**src/rtl/b11_pkg.sv**
```systemverilog
// Shared definitions for the b11 scrambler-core scheduler.
// Holds the FSM state encoding, the default sizes and the timer width.
package b11_pkg;
    localparam int NREQ_DEF    = 4;
    localparam int TIMEOUT_DEF = 64;
    localparam int TIMER_W     = 7;

    typedef enum logic [1:0] {
        S_IDLE  = 2'd0,
        S_ISSUE = 2'd1,
        S_WAIT  = 2'd2,
        S_RESP  = 2'd3
    } state_t;
endpackage

```
**src/rtl/b11_sched_rr_arb.sv**
```systemverilog
// Round-robin pick: the first asserted request at or after ptr, wrapping around.
module rr_arb #(
    parameter int NREQ = 4,
    parameter int IW   = 2
) (
    input  logic [NREQ-1:0] req,
    input  logic [IW-1:0]   ptr,
    output logic [NREQ-1:0] grant,
    output logic [IW-1:0]   index,
    output logic            any
);
    always_comb begin
        grant = '0;
        index = '0;
        any   = 1'b0;
        for (int i = 0; i < NREQ; i++) begin
            if (!any && req[(int'(ptr) + i) % NREQ]) begin
                any                            = 1'b1;
                grant[(int'(ptr) + i) % NREQ]  = 1'b1;
                index                          = IW'((int'(ptr) + i) % NREQ);
            end
        end
    end
endmodule

```
**src/rtl/b11_sched.sv**
```systemverilog
// Arbitrates NREQ requesters onto one shared b11 core, one transaction at a time,
// with a per-transaction timeout that returns an error response.
module b11_sched
    import b11_pkg::*;
#(
    parameter int NREQ    = NREQ_DEF,
    parameter int TIMEOUT = TIMEOUT_DEF
) (
    input  logic              clock,
    input  logic              reset,
    input  logic [NREQ-1:0]   req,
    input  logic [6*NREQ-1:0] din,
    output logic [NREQ-1:0]   gnt,
    output logic              core_start,
    output logic [5:0]        core_din,
    input  logic              core_done,
    input  logic [5:0]        core_dout,
    output logic              resp_valid,
    output logic [1:0]        resp_id,
    output logic              resp_err,
    output logic [5:0]        x_out
);
    localparam int IW = (NREQ > 1) ? $clog2(NREQ) : 1;

    state_t               state;
    logic [IW-1:0]        ptr;
    logic [IW-1:0]        idx;
    logic [TIMER_W-1:0]   timer;

    logic [NREQ-1:0]      arb_grant;
    logic [IW-1:0]        arb_index;
    logic                 arb_any;

    rr_arb #(.NREQ(NREQ), .IW(IW)) u_arb (
        .req   (req),
        .ptr   (ptr),
        .grant (arb_grant),
        .index (arb_index),
        .any   (arb_any)
    );

    always_ff @(posedge clock) begin
        if (reset) begin
            state      <= S_IDLE;
            ptr        <= '0;
            idx        <= '0;
            timer      <= '0;
            gnt        <= '0;
            core_start <= 1'b0;
            core_din   <= '0;
            resp_valid <= 1'b0;
            resp_id    <= '0;
            resp_err   <= 1'b0;
            x_out      <= '0;
        end else begin
            gnt        <= '0;
            core_start <= 1'b0;
            resp_valid <= 1'b0;
            case (state)
                S_IDLE: begin
                    if (arb_any) begin
                        gnt      <= arb_grant;
                        idx      <= arb_index;
                        // core_din doubles as the latched operand until the next grant
                        core_din <= din[6*arb_index +: 6];
                        state    <= S_ISSUE;
                    end
                end
                S_ISSUE: begin
                    core_start <= 1'b1;
                    timer      <= '0;
                    state      <= S_WAIT;
                end
                S_WAIT: begin
                    if (core_done) begin
                        x_out    <= core_dout;
                        resp_err <= 1'b0;
                        state    <= S_RESP;
                    end else if (timer == TIMER_W'(TIMEOUT - 1)) begin
                        x_out    <= '0;
                        resp_err <= 1'b1;
                        state    <= S_RESP;
                    end else begin
                        timer <= timer + 1'b1;
                    end
                end
                S_RESP: begin
                    resp_valid <= 1'b1;
                    resp_id    <= 2'(idx);
                    ptr        <= (idx == IW'(NREQ - 1)) ? '0 : idx + 1'b1;
                    state      <= S_IDLE;
                end
                default: state <= S_IDLE;
            endcase
        end
    end
endmodule

```
**config.mk**
```make
export PLATFORM = sky130hd
export DESIGN_NAME = b11_sched
export DESIGN_NICKNAME = d
export VERILOG_FILES = /design/src/rtl/b11_pkg.sv /design/src/rtl/b11_sched_rr_arb.sv /design/src/rtl/b11_sched.sv
export SDC_FILE = /design/constraint.sdc
export NUM_CORES = 1
export LEC_CHECK = 0
export ABC_CLOCK_PERIOD_IN_PS = 4100
export CORE_MARGIN = 4
export CORE_UTILIZATION = 30
export DETAILED_ROUTE_END_ITERATION = 8
export GPL_TIMING_DRIVEN = 0
export PLACE_DENSITY = 0.61
export SYNTH_ARGS = -nofsm -noshare
export SYNTH_HDL_FRONTEND = slang
export SYNTH_SLANG_ARGS = --single-unit
```
**constraint.sdc**
```tcl
create_clock -name clock -period 4.1 [get_ports clock]
set_input_delay 0.82 -clock clock [delete_from_list [all_inputs] [get_ports clock]]
set_output_delay 0.82 -clock clock [all_outputs]
set_load 0.1 [all_outputs]
```
==> impl_results.md, run 1 <==
* Starting Density at 0.309
* Worst setup path start: ptr[0]
* Max IR drop VDD at 0.000352 V
* Status: finished, final reports clean
* Post-CTS setup buffer count at 0
* Area growth syn-to-layout at 39.7%
* Largest cells by area after synthesis: dfxtp_1 (35%), ha_1 (7.7%), nor2_1 (6.9%)
* TritonRoute pass-1 iters at 4
* Vias in the first global route at 1673
* Area share of the largest cell type after synthesis at 0.349
* Syn Inst Count at 216
* # resized after CTS at 0
* Most common flop cell mapped by yosys: dfxtp_1
* Initial antenna violation count at 0
* Largest family of logic cells by synthesized area: compound AO/OA/AOI/OAI gates
* Setup violators final at 0
* DRC at 0
* Max Cap Viol at 0
* Final min period at 3280 ps
* Routability cong. at 0.786
* Worst path bufs/invs at 4
* CP Launch Type: flip-flop
* Peak Freq at 305 MHz
* Critical Path RT at 4280 ps
* Total routed wirelength at 4.87 mm
* H-tree Lvls at 2
* Worst-margin pin slew at 977 ps
* Worst r2r src: ptr[0]
* Vias per cell at 5.06
* Post-synth ARST share at 0
* Final hold vios at 0
* Critical-path cell list: buf_6 -> clkbuf_1 -> inv_1 -> ha_1 -> buf_2 -> mux4_2 -> nor2b_4 -> o21ai_4 -> nand2_4 -> mux2_4 -> a221o_1
* First-pass GRT wire length at 7.88 mm
* CP peak stage delay at 450 ps
* Worst-path clk slew at 80 ps
* Post-Synth XOR/XNOR Area at 0.00899
* Die area at 7850 um^2
* Slowest stage cell, crit path: mux4_2
* Hold-fix buffers at CTS at 0
* Nets@finish at 326
* Distinct cell type count after synthesis at 43
* Crit Path Category: flip-flop to flip-flop
* EDFF count, synth at 0
* Crit path max fanout at 10
* Post-route cell area at 2720 um^2
* Row count at 29
* Power per cell area at 588 nW/um^2
* Yosys warnings at 0
* Root buffer cell: clkbuf_8
* Wire per inst at 13.7 um
* Adder-Cell Fraction of Synth Area at 0.0770
* TritonCTS clock tree: yes
* Detail Route Antenna Nets at 0
* DP HPWL at 3.61 mm
* Clock Sinks at 34
* Clock tree buffer depth at 2
* Synth Area in Simple Gates at 0.200
* Tot GR Track Use at 0.128
* #FFs+latches synth at 34
* Setup TNS at 0 ps
* Tcrit/Tclk final at 0.800
* Total gr overflow at 0
* Synth Area in Compound Gates at 0.209
* Rel. slew slack at 0.346
* Syn Nets at 265
* Post-placement cell area at 2590 um^2
* Core ar. at 6310 um^2
* Critical path capture point type: flip-flop
* Chip width at 88.6 um
* Largest net degree at the start of global routing at 13
* Avg Cell Area, Syn at 9.02 um^2
* Worst-Skew Late Latency at 280 ps
* Diodes inserted at 0
* Mux share of post-synthesis cell area at 0.112
* Number of DRC markers in iteration 0 at 77
* Clock skew at 6.79 ps
* Family with the most delay on the worst path: buffers and inverters
* Fraction of layout cells with a size suffix above 1 at 0.0863
* Sequential share of the synthesized area at 0.349
* Port Buffers at 54
* Fin. max-slew vios at 0
* Largest area contributor in the synthesized netlist: dfxtp_1
* Worst R2R Setup Slack at 820 ps
* Die height at 88.6 um
* RSZ-0062 raised after global routing: false
* Num CTS Buffers at 5
* Synthesized cell area at 1950 um^2
* Top Ports at 58
* HP Start: timer[6]
* Leakage power at 1.01 nW
* Critical Path AT at 3450 ps
* Worst hold path type: flip-flop to flip-flop
* Vias at 1797
-- synthesized netlist by cell type, types with 2 or more instances --
cell,n
dfxtp_1,34
mux2_1,5
mux2i_1,8
nand2b_1,4
nand4_1,2
nand2_1,6
a221o_1,7
clkbuf_1,6
xor2_1,2
a311oi_1,3
nor2_1,36
nor3b_1,3
a22oi_1,11
a21oi_1,8
o21ai_4,2
o22ai_1,2
nor2b_1,3
o21a_1,2
nor3_1,5
ha_1,12
nor4_1,3
a221oi_1,5
mux4_2,3
inv_1,7
nand3_1,8
buf_2,5
o21ai_0,8
-- where the power goes --
part | internal, W | total (W) | switching (W)
clock | 0.000244 | 0.000375 | 0.000131
combinational | 0.000258 | 0.000795 | 0.000537
sequential | 0.000392 | 0.000432 | 0.0000405
-- cells in the final DEF, fill, tap and decap left out, types with 3 or more instances in the layout --
cell type	Yosys	final
ha_1	12	12
buf_2	5	5
mux2i_1	8	8
nor2_1	36	36
nand3_1	8	8
inv_1	7	7
clkbuf_8	0	5
mux4_2	3	3
mux2_1	5	5
a21oi_1	8	8
nor3b_1	3	3
nand2_1	6	6
o21ai_0	8	8
nor3_1	5	5
a22oi_1	11	11
nor2b_1	3	3
a221oi_1	5	5
a311oi_1	3	3
dfxtp_1	34	34
nor4_1	3	3
clkbuf_1	6	6
clkdlybuf4s50_1	0	54
nand2b_1	4	4
a221o_1	7	7
-- logic make-up after synthesis --
kind of cell	Yosys count
AOI/OAI and AO/OA	54
xor gates and xnor gates	2
adders and majority gates	12
buffers and inverters	19
DFF	34
muxes	17
and+or+nand+nor	78
-- area by class of cell --
class,instances,area (um^2)
timing repair buffer,54,541
clock inverter,3,68.8
sequential,34,681
clock buffer,5,68.8
inverter,7,26.3
multi-input combinational,163,1180
buffer,12,58.8
fill,661,3590
tap,77,96.3
-- final timing paths --
check,endpoint,cells after the start
min reg2reg,timer[6],1
max,core_din[1],11
min,timer[6],1
max reg2reg,core_din[1],11
-- worst reg2reg max path, cell delays in order, from the launching register on --
cell      delay (ps)
dfxtp_1          420
buf_6            170
clkbuf_1         370
inv_1            130
ha_1             290
buf_2            200
mux4_2           460
nor2b_4          250
o21ai_4          120
nand2_4          130
mux2_4           310
a221o_1          330
-- stage by stage --
step / setup slack [ps] / hold slack [ps] / utilization / cells / total power, W
final: 821 / 485 / 0.431 / 355 / 0.00160
after global routing: 561 / 509 / 0.431 / 355 / 0.00169
after CTS: 805 / 486 / 0.431 / 355 / 0.00162
after detailed placement: 811 / 472 / 0.410 / 347 / 0.00124
after global placement: 791 / 470 / 0.410 / 347 / 0.00123
after floorplan: 1180 / 449 / - / 216 / 0.00105
-- sequential cells by signal (all words and copies together) (netlist names) --
signal	cells
core_start	1
idx	2
x_out	6
resp_err	1
resp_valid	1
resp_id	2
state	2
timer	7
ptr	2
core_din	6
gnt	4
-- routing by layer --
layer | global-route usage | routed length (um) | share of wire
met1 | 0.177 | 2450 | 0.50
met2 | 0.192 | 2060 | 0.42
met3 | 0.0307 | 315 | 0.065
met4 | 0.0495 | 48 | 0.0099
met5 | 0 | 0 | 0
No activity file was read; power rests on OpenSTA's default activity.
==> inputs of run 2 (changes only) <==
--- a/config.mk
+++ b/config.mk
@@ -5,12 +5,12 @@
 export SDC_FILE = /design/constraint.sdc
 export NUM_CORES = 1
 export LEC_CHECK = 0
-export ABC_CLOCK_PERIOD_IN_PS = 4100
+export ABC_CLOCK_PERIOD_IN_PS = 3000
 export CORE_MARGIN = 4
 export CORE_UTILIZATION = 30
 export DETAILED_ROUTE_END_ITERATION = 8
 export GPL_TIMING_DRIVEN = 0
-export PLACE_DENSITY = 0.61
+export PLACE_DENSITY = 0.63
 export SYNTH_ARGS = -nofsm -noshare
 export SYNTH_HDL_FRONTEND = slang
 export SYNTH_SLANG_ARGS = --single-unit
==> constraint.sdc (replaced) <==
create_clock -name clock -period 3 [get_ports clock]
set_input_delay 0.6 -clock clock [delete_from_list [all_inputs] [get_ports clock]]
set_output_delay 0.6 -clock clock [all_outputs]
set_load 0.1 [all_outputs]
==> impl_results.md, run 2 (synthesis gave the netlist of run 1 again) <==
* Port Buffers at 54
* Worst hold path type: flip-flop to flip-flop
* M1 WL at 2.30 mm
* Clock skew at 6.35 ps
* Die area at 7850 um^2
* Setup violators final at 0
* Sw Share at 0.439
* Largest registers: timer: 7 flops, core_din: 6 flops, x_out: 6 flops
* Top reg by flops: timer
* Worst-margin pin slew at 983 ps
* DRC at 0
* Worst Hold End: timer[6]
* Fin Hold WS at 487 ps
* Metal2 WL at 2.05 mm
* Max IR drop VDD at 0.000545 V
* Peak Freq at 354 MHz
* DP HPWL at 3.67 mm
* Diodes inserted at 0
* Wire per inst at 13.4 um
* Initial antenna violation count at 0
* Leakage power at 1.02 nW
* Final min period at 2830 ps
* R2R cell count at 10
* Vias in the first global route at 1711
* Crit Path Category: flip-flop to flip-flop
* Critical path capture point type: flip-flop
* Final core utilization at 0.435
* Power Internal at 0.00123 W
* Worst-path clk slew at 70 ps
* Net Sw Power at 0.000964 W
* HP Start: timer[6]
* Clock power frac at 0.231
* TritonCTS clock tree: yes
* Hold-fix buffers at CTS at 0
* Row count at 29
* Status: finished, final reports clean
* Routability cong. at 0.818
* Total gr overflow at 0
* Fraction of layout cells with a size suffix above 1 at 0.100
* Most frequent cells in the layout: clkdlybuf4s50_1 (54), nor2_1 (36), dfxtp_1 (33), ha_1 (12), a22oi_1 (11)
* Final hold vios at 0
* Setup TNS at 0 ps
* Critical Path AT at 3000 ps
* First-pass GRT wire length at 7.84 mm
* Starting Density at 0.309
* Reg-to-Reg End: core_din[1]
* Top Ports at 58
* Chip width at 88.6 um
* Total routed wirelength at 4.79 mm
* Worst r2r src: ptr[0]
* Worst-Skew Late Latency at 280 ps
* H-tree Lvls at 2
* Rel. slew slack at 0.343
* Power per cell area at 800 nW/um^2
* Highest Signal Layer: met4
* Post-layout power at 0.00220 W
* Tot GR Track Use at 0.126
* Max Cap Viol at 0
* Vias per cell at 5.09
* WHS Path Cells at 1
* TritonRoute pass-1 iters at 4
* Root buffer cell: clkbuf_8
* Detail Route Antenna Nets at 0
* Crit path max fanout at 10
* Die height at 88.6 um
* DR WL met3 at 357 um
* Clock Sinks at 34
* Largest net degree at the start of global routing at 13
* FILL cells at 638
* RSZ-0062 raised after global routing: false
* Most common cell after layout, fill and taps aside: clkdlybuf4s50_1
* Clock tree buffer depth at 2
* Tcrit/Tclk final at 0.942
* Fin. max-slew vios at 0
* Number of DRC markers in iteration 0 at 114
* Core ar. at 6310 um^2
* CP Launch Type: flip-flop
* Worst R2R Setup Slack at 170 ps
* Area growth syn-to-layout at 40.9%
* Reg power frac at 0.268
* Nets@finish at 328
* Logic pwr share at 0.501
* Largest register FFs at 7
* Num CTS Buffers at 5
* Critical Path RT at 3170 ps
* Vias at 1818
-- run 2: changes by cell type in the layout (fill, tap and decap cells not counted), sizes merged --
cell  change
buf       +2
-- run 2: metrics by stage --
stage / area (um^2) / worst slack (ps) / instances
floorplan: 1950 / 80.1 / 216
global placement: 2590 / -271 / 347
detailed placement: 2590 / -314 / 347
CTS: 2740 / 39.6 / 357
global route: 2750 / 28.3 / 357
finish: 2750 / 173 / 357
-- run 2: final cells by class --
type | count | area [um^2] | share of cell area
Multi-Input combinational cell | 163 | 1180 | 0.431
Sequential cell | 34 | 682 | 0.248
Timing Repair Buffer | 56 | 556 | 0.202
Tap cell | 77 | 96.3 | 0.0351
Clock buffer | 5 | 68.8 | 0.0251
Clock inverter | 3 | 68.8 | 0.0251
Buffer | 12 | 65.1 | 0.0237
Inverter | 7 | 26.3 | 0.00957
-- run 2: critical path, cell delays in order (launching register included) --
cell      delay, ps
dfxtp_2         370
buf_6           150
buf_4           180
inv_1            70
ha_1            270
clkbuf_4        190
mux4_2          400
o21ai_4         280
nand2_4         130
mux2_4          320
a221o_1         340
-- run 2: layer usage --
metal | global-route usage | up-vias
met1 | 0.164 | 843
met5 | 0 | -
met2 | 0.203 | 48
met4 | 0.0412 | 0
met3 | 0.0345 | 7
li1 | - | 920
-- run 2: timing repair --
action	in CTS	in global routing
resized for setup	2	3
buffers inserted	2	0
endpoints found under the setup margin	6	6
cloned	0	0
-- run 2: power by group through the flow --
stage                     clock, W  sequential [W]  combinational (W)
after detailed placement         0        0.000600            0.00109
final                     0.000508        0.000589            0.00110
after global routing      0.000538        0.000602            0.00119
after floorplan                  0        0.000982           0.000450
after CTS                 0.000524        0.000590            0.00111
after global placement           0        0.000598            0.00108
-- run 2: worst max path at each step --
stage           start     endpoint  slack [ps]  cells past startpoint
2_1_floorplan  ptr[0]  core_din[1]          80                     11
3_3_place_gp   ptr[0]  core_din[1]        -270                     11
3_5_place_dp   ptr[0]  core_din[1]        -310                     11
4_1_cts        ptr[0]  core_din[1]          40                     10
5_1_grt        ptr[0]  core_din[0]          30                     11
6_report       ptr[0]  core_din[1]         170                     10
==> inputs of run 3 (changes only) <==
--- a/config.mk
+++ b/config.mk
@@ -5,12 +5,13 @@
 export SDC_FILE = /design/constraint.sdc
 export NUM_CORES = 1
 export LEC_CHECK = 0
-export ABC_CLOCK_PERIOD_IN_PS = 3000
+export ABC_CLOCK_PERIOD_IN_PS = 2350
+export CORE_ASPECT_RATIO = 0.75
 export CORE_MARGIN = 4
 export CORE_UTILIZATION = 30
 export DETAILED_ROUTE_END_ITERATION = 8
 export GPL_TIMING_DRIVEN = 0
-export PLACE_DENSITY = 0.63
+export PLACE_DENSITY_LB_ADDON = 0.2
 export SYNTH_ARGS = -nofsm -noshare
 export SYNTH_HDL_FRONTEND = slang
 export SYNTH_SLANG_ARGS = --single-unit
==> constraint.sdc (replaced) <==
create_clock -name clock -period 2.35 [get_ports clock]
set_input_delay 0.47 -clock clock [delete_from_list [all_inputs] [get_ports clock]]
set_output_delay 0.47 -clock clock [all_outputs]
set_load 0.1 [all_outputs]
==> impl_results.md, run 3 (synthesis gave the netlist of run 1 again) <==
* Status: finished with violations
* Failing checks: negative setup slack
* Area occupied by multi-input gates at 1230 um^2
* H-tree Lvls at 2
* First-pass GRT wire length at 8.70 mm
* CP Launch Type: flip-flop
* Most frequent cells in the layout: clkdlybuf4s50_1 (53), nor2_1 (34), dfxtp_1 (32), buf_4 (14)
* Vias in the first global route at 1749
* Clock Sinks at 34
* Most common cell after layout, fill and taps aside: clkdlybuf4s50_1
* Tcrit/Tclk final at 1.00
* Tot GR Track Use at 0.139
* Initial antenna violation count at 0
* Wire per inst at 14.6 um
* Num CTS Buffers at 5
* Peak Freq at 425 MHz
* Worst r2r src: ptr[0]
* Rel. slew slack at 0.344
* Leakage power at 1.09 nW
* Final WS setup at -1.93 ps
* Fraction of layout cells with a size suffix above 1 at 0.172
* Starting Density at 0.309
* Power per cell area at 960 nW/um^2
* Worst R2R Setup Slack at -2 ps
* RSZ-0062 raised after global routing: true
* Max Cap Viol at 0
* Row count at 25
* Top Ports at 58
* Largest registers: timer: 7 flops, core_din: 6 flops, x_out: 6 flops
* Final hold vios at 0
* Diodes inserted at 0
* Sequential Area at 688 um^2
* Die height at 77.8 um
* Area growth syn-to-layout at 46.7%
* Vias at 1861
* Slowest stage cell, crit path: mux4_2
* Detail Route Antenna Nets at 0
* TritonCTS clock tree: yes
* Worst hold path type: flip-flop to flip-flop
* Critical Path AT at 2530 ps
* Max IR drop VDD at 0.000299 V
* Post-route cell area at 2860 um^2
* Hold-fix buffers at CTS at 0
* Nets@finish at 338
* Routability cong. at 0.821
* Clock tree buffer depth at 2
* Largest net degree at the start of global routing at 11
* Post-placement cell area at 2620 um^2
* Final min period at 2350 ps
* HP Start: timer[6]
* Crit Path Category: flip-flop to flip-flop
* Fin. max-slew vios at 0
* TritonRoute pass-1 iters at 4
* Root buffer cell: clkbuf_8
* Family with the most delay on the worst path: multiplexers
* Fin Hold WS at 482 ps
* Port Buffers at 54
* Total routed wirelength at 5.43 mm
* Worst-margin pin slew at 981 ps
* FILL cells at 623
* Largest register FFs at 7
* CP peak stage delay at 380 ps
* DRC at 0
* Core ar. at 6320 um^2
* Critical-path cell list: clkbuf_16 -> inv_6 -> ha_4 -> mux4_2 -> nor2b_4 -> o21ai_4 -> nand2_4 -> mux2_4 -> a221o_1
* Crit path max fanout at 6
* Critical path capture point type: flip-flop
* Critical Path RT at 2530 ps
* Worst-Skew Late Latency at 290 ps
* Number of DRC markers in iteration 0 at 134
* Worst setup path start: ptr[0]
* DP HPWL at 3.81 mm
* Worst path bufs/invs at 2
* Clock skew at 6.35 ps
* Total gr overflow at 0
* Worst-path clk slew at 70 ps
* Top reg by flops: timer
* Setup violators final at 1
* Chip width at 101 um
* Die area at 7870 um^2
* Vias per cell at 5.02
* Setup TNS at -1.93 ps
run 3: changes by cell type in the layout (fill, tap and decap cells not counted), sizes merged:
cell / delta
dlygate4sd2: +1
clkdlybuf4s50: -1
clkbuf: +2
bufinv: -2
buf: +10
run 3: final timing paths:
kind / depth (start not counted) / end
worst max register to register: 9 / core_din[1]
worst max-delay path: 9 / core_din[1]
worst min-delay path: 1 / timer[6]
worst min register to register: 1 / timer[6]
run 3: metrics by stage:
stage / worst slack, ps / cells / util / power (W)
after CTS: -19.6 / 368 / 0.449 / 0.00275
final: -1.93 / 371 / 0.453 / 0.00274
after floorplan: -224 / 216 / - / 0.00185
after detailed placement: -539 / 351 / 0.415 / 0.00219
after global placement: -539 / 351 / 0.415 / 0.00218
after global routing: -83.1 / 371 / 0.453 / 0.00292
run 3: what timing repair did:
item,in CTS,in global routing
buffers inserted,10,4
pin swaps,4,5
resized for setup,19,3
endpoints found under the setup margin,6,6
gates cloned,0,0
run 3: area by class of cell:
type / count / area share
Sequential cell: 34 / 0.241
Buffer: 10 / 0.0258
Clock buffer: 7 / 0.0302
Multi-Input combinational cell: 163 / 0.430
Tap cell: 81 / 0.0354
Timing Repair Buffer: 68 / 0.225
Inverter: 7 / 0.0109
Clock inverter: 1 / 0.00175
run 3: power breakdown:
group	internal, W	switching, W	leakage, nW
clock	0.000236	0.000214	0.0482
combinational	0.000552	0.000983	0.763
sequential	0.000685	0.0000744	0.278
run 3: routing by layer:
layer / up-vias / GRT usage / share of wire
met3: 5 / 0.0413 / 0.077
met2: 60 / 0.193 / 0.39
met1: 853 / 0.200 / 0.52
met5: - / 0 / 0
met4: 0 / 0.0491 / 0.011
li1: 943 / - / -
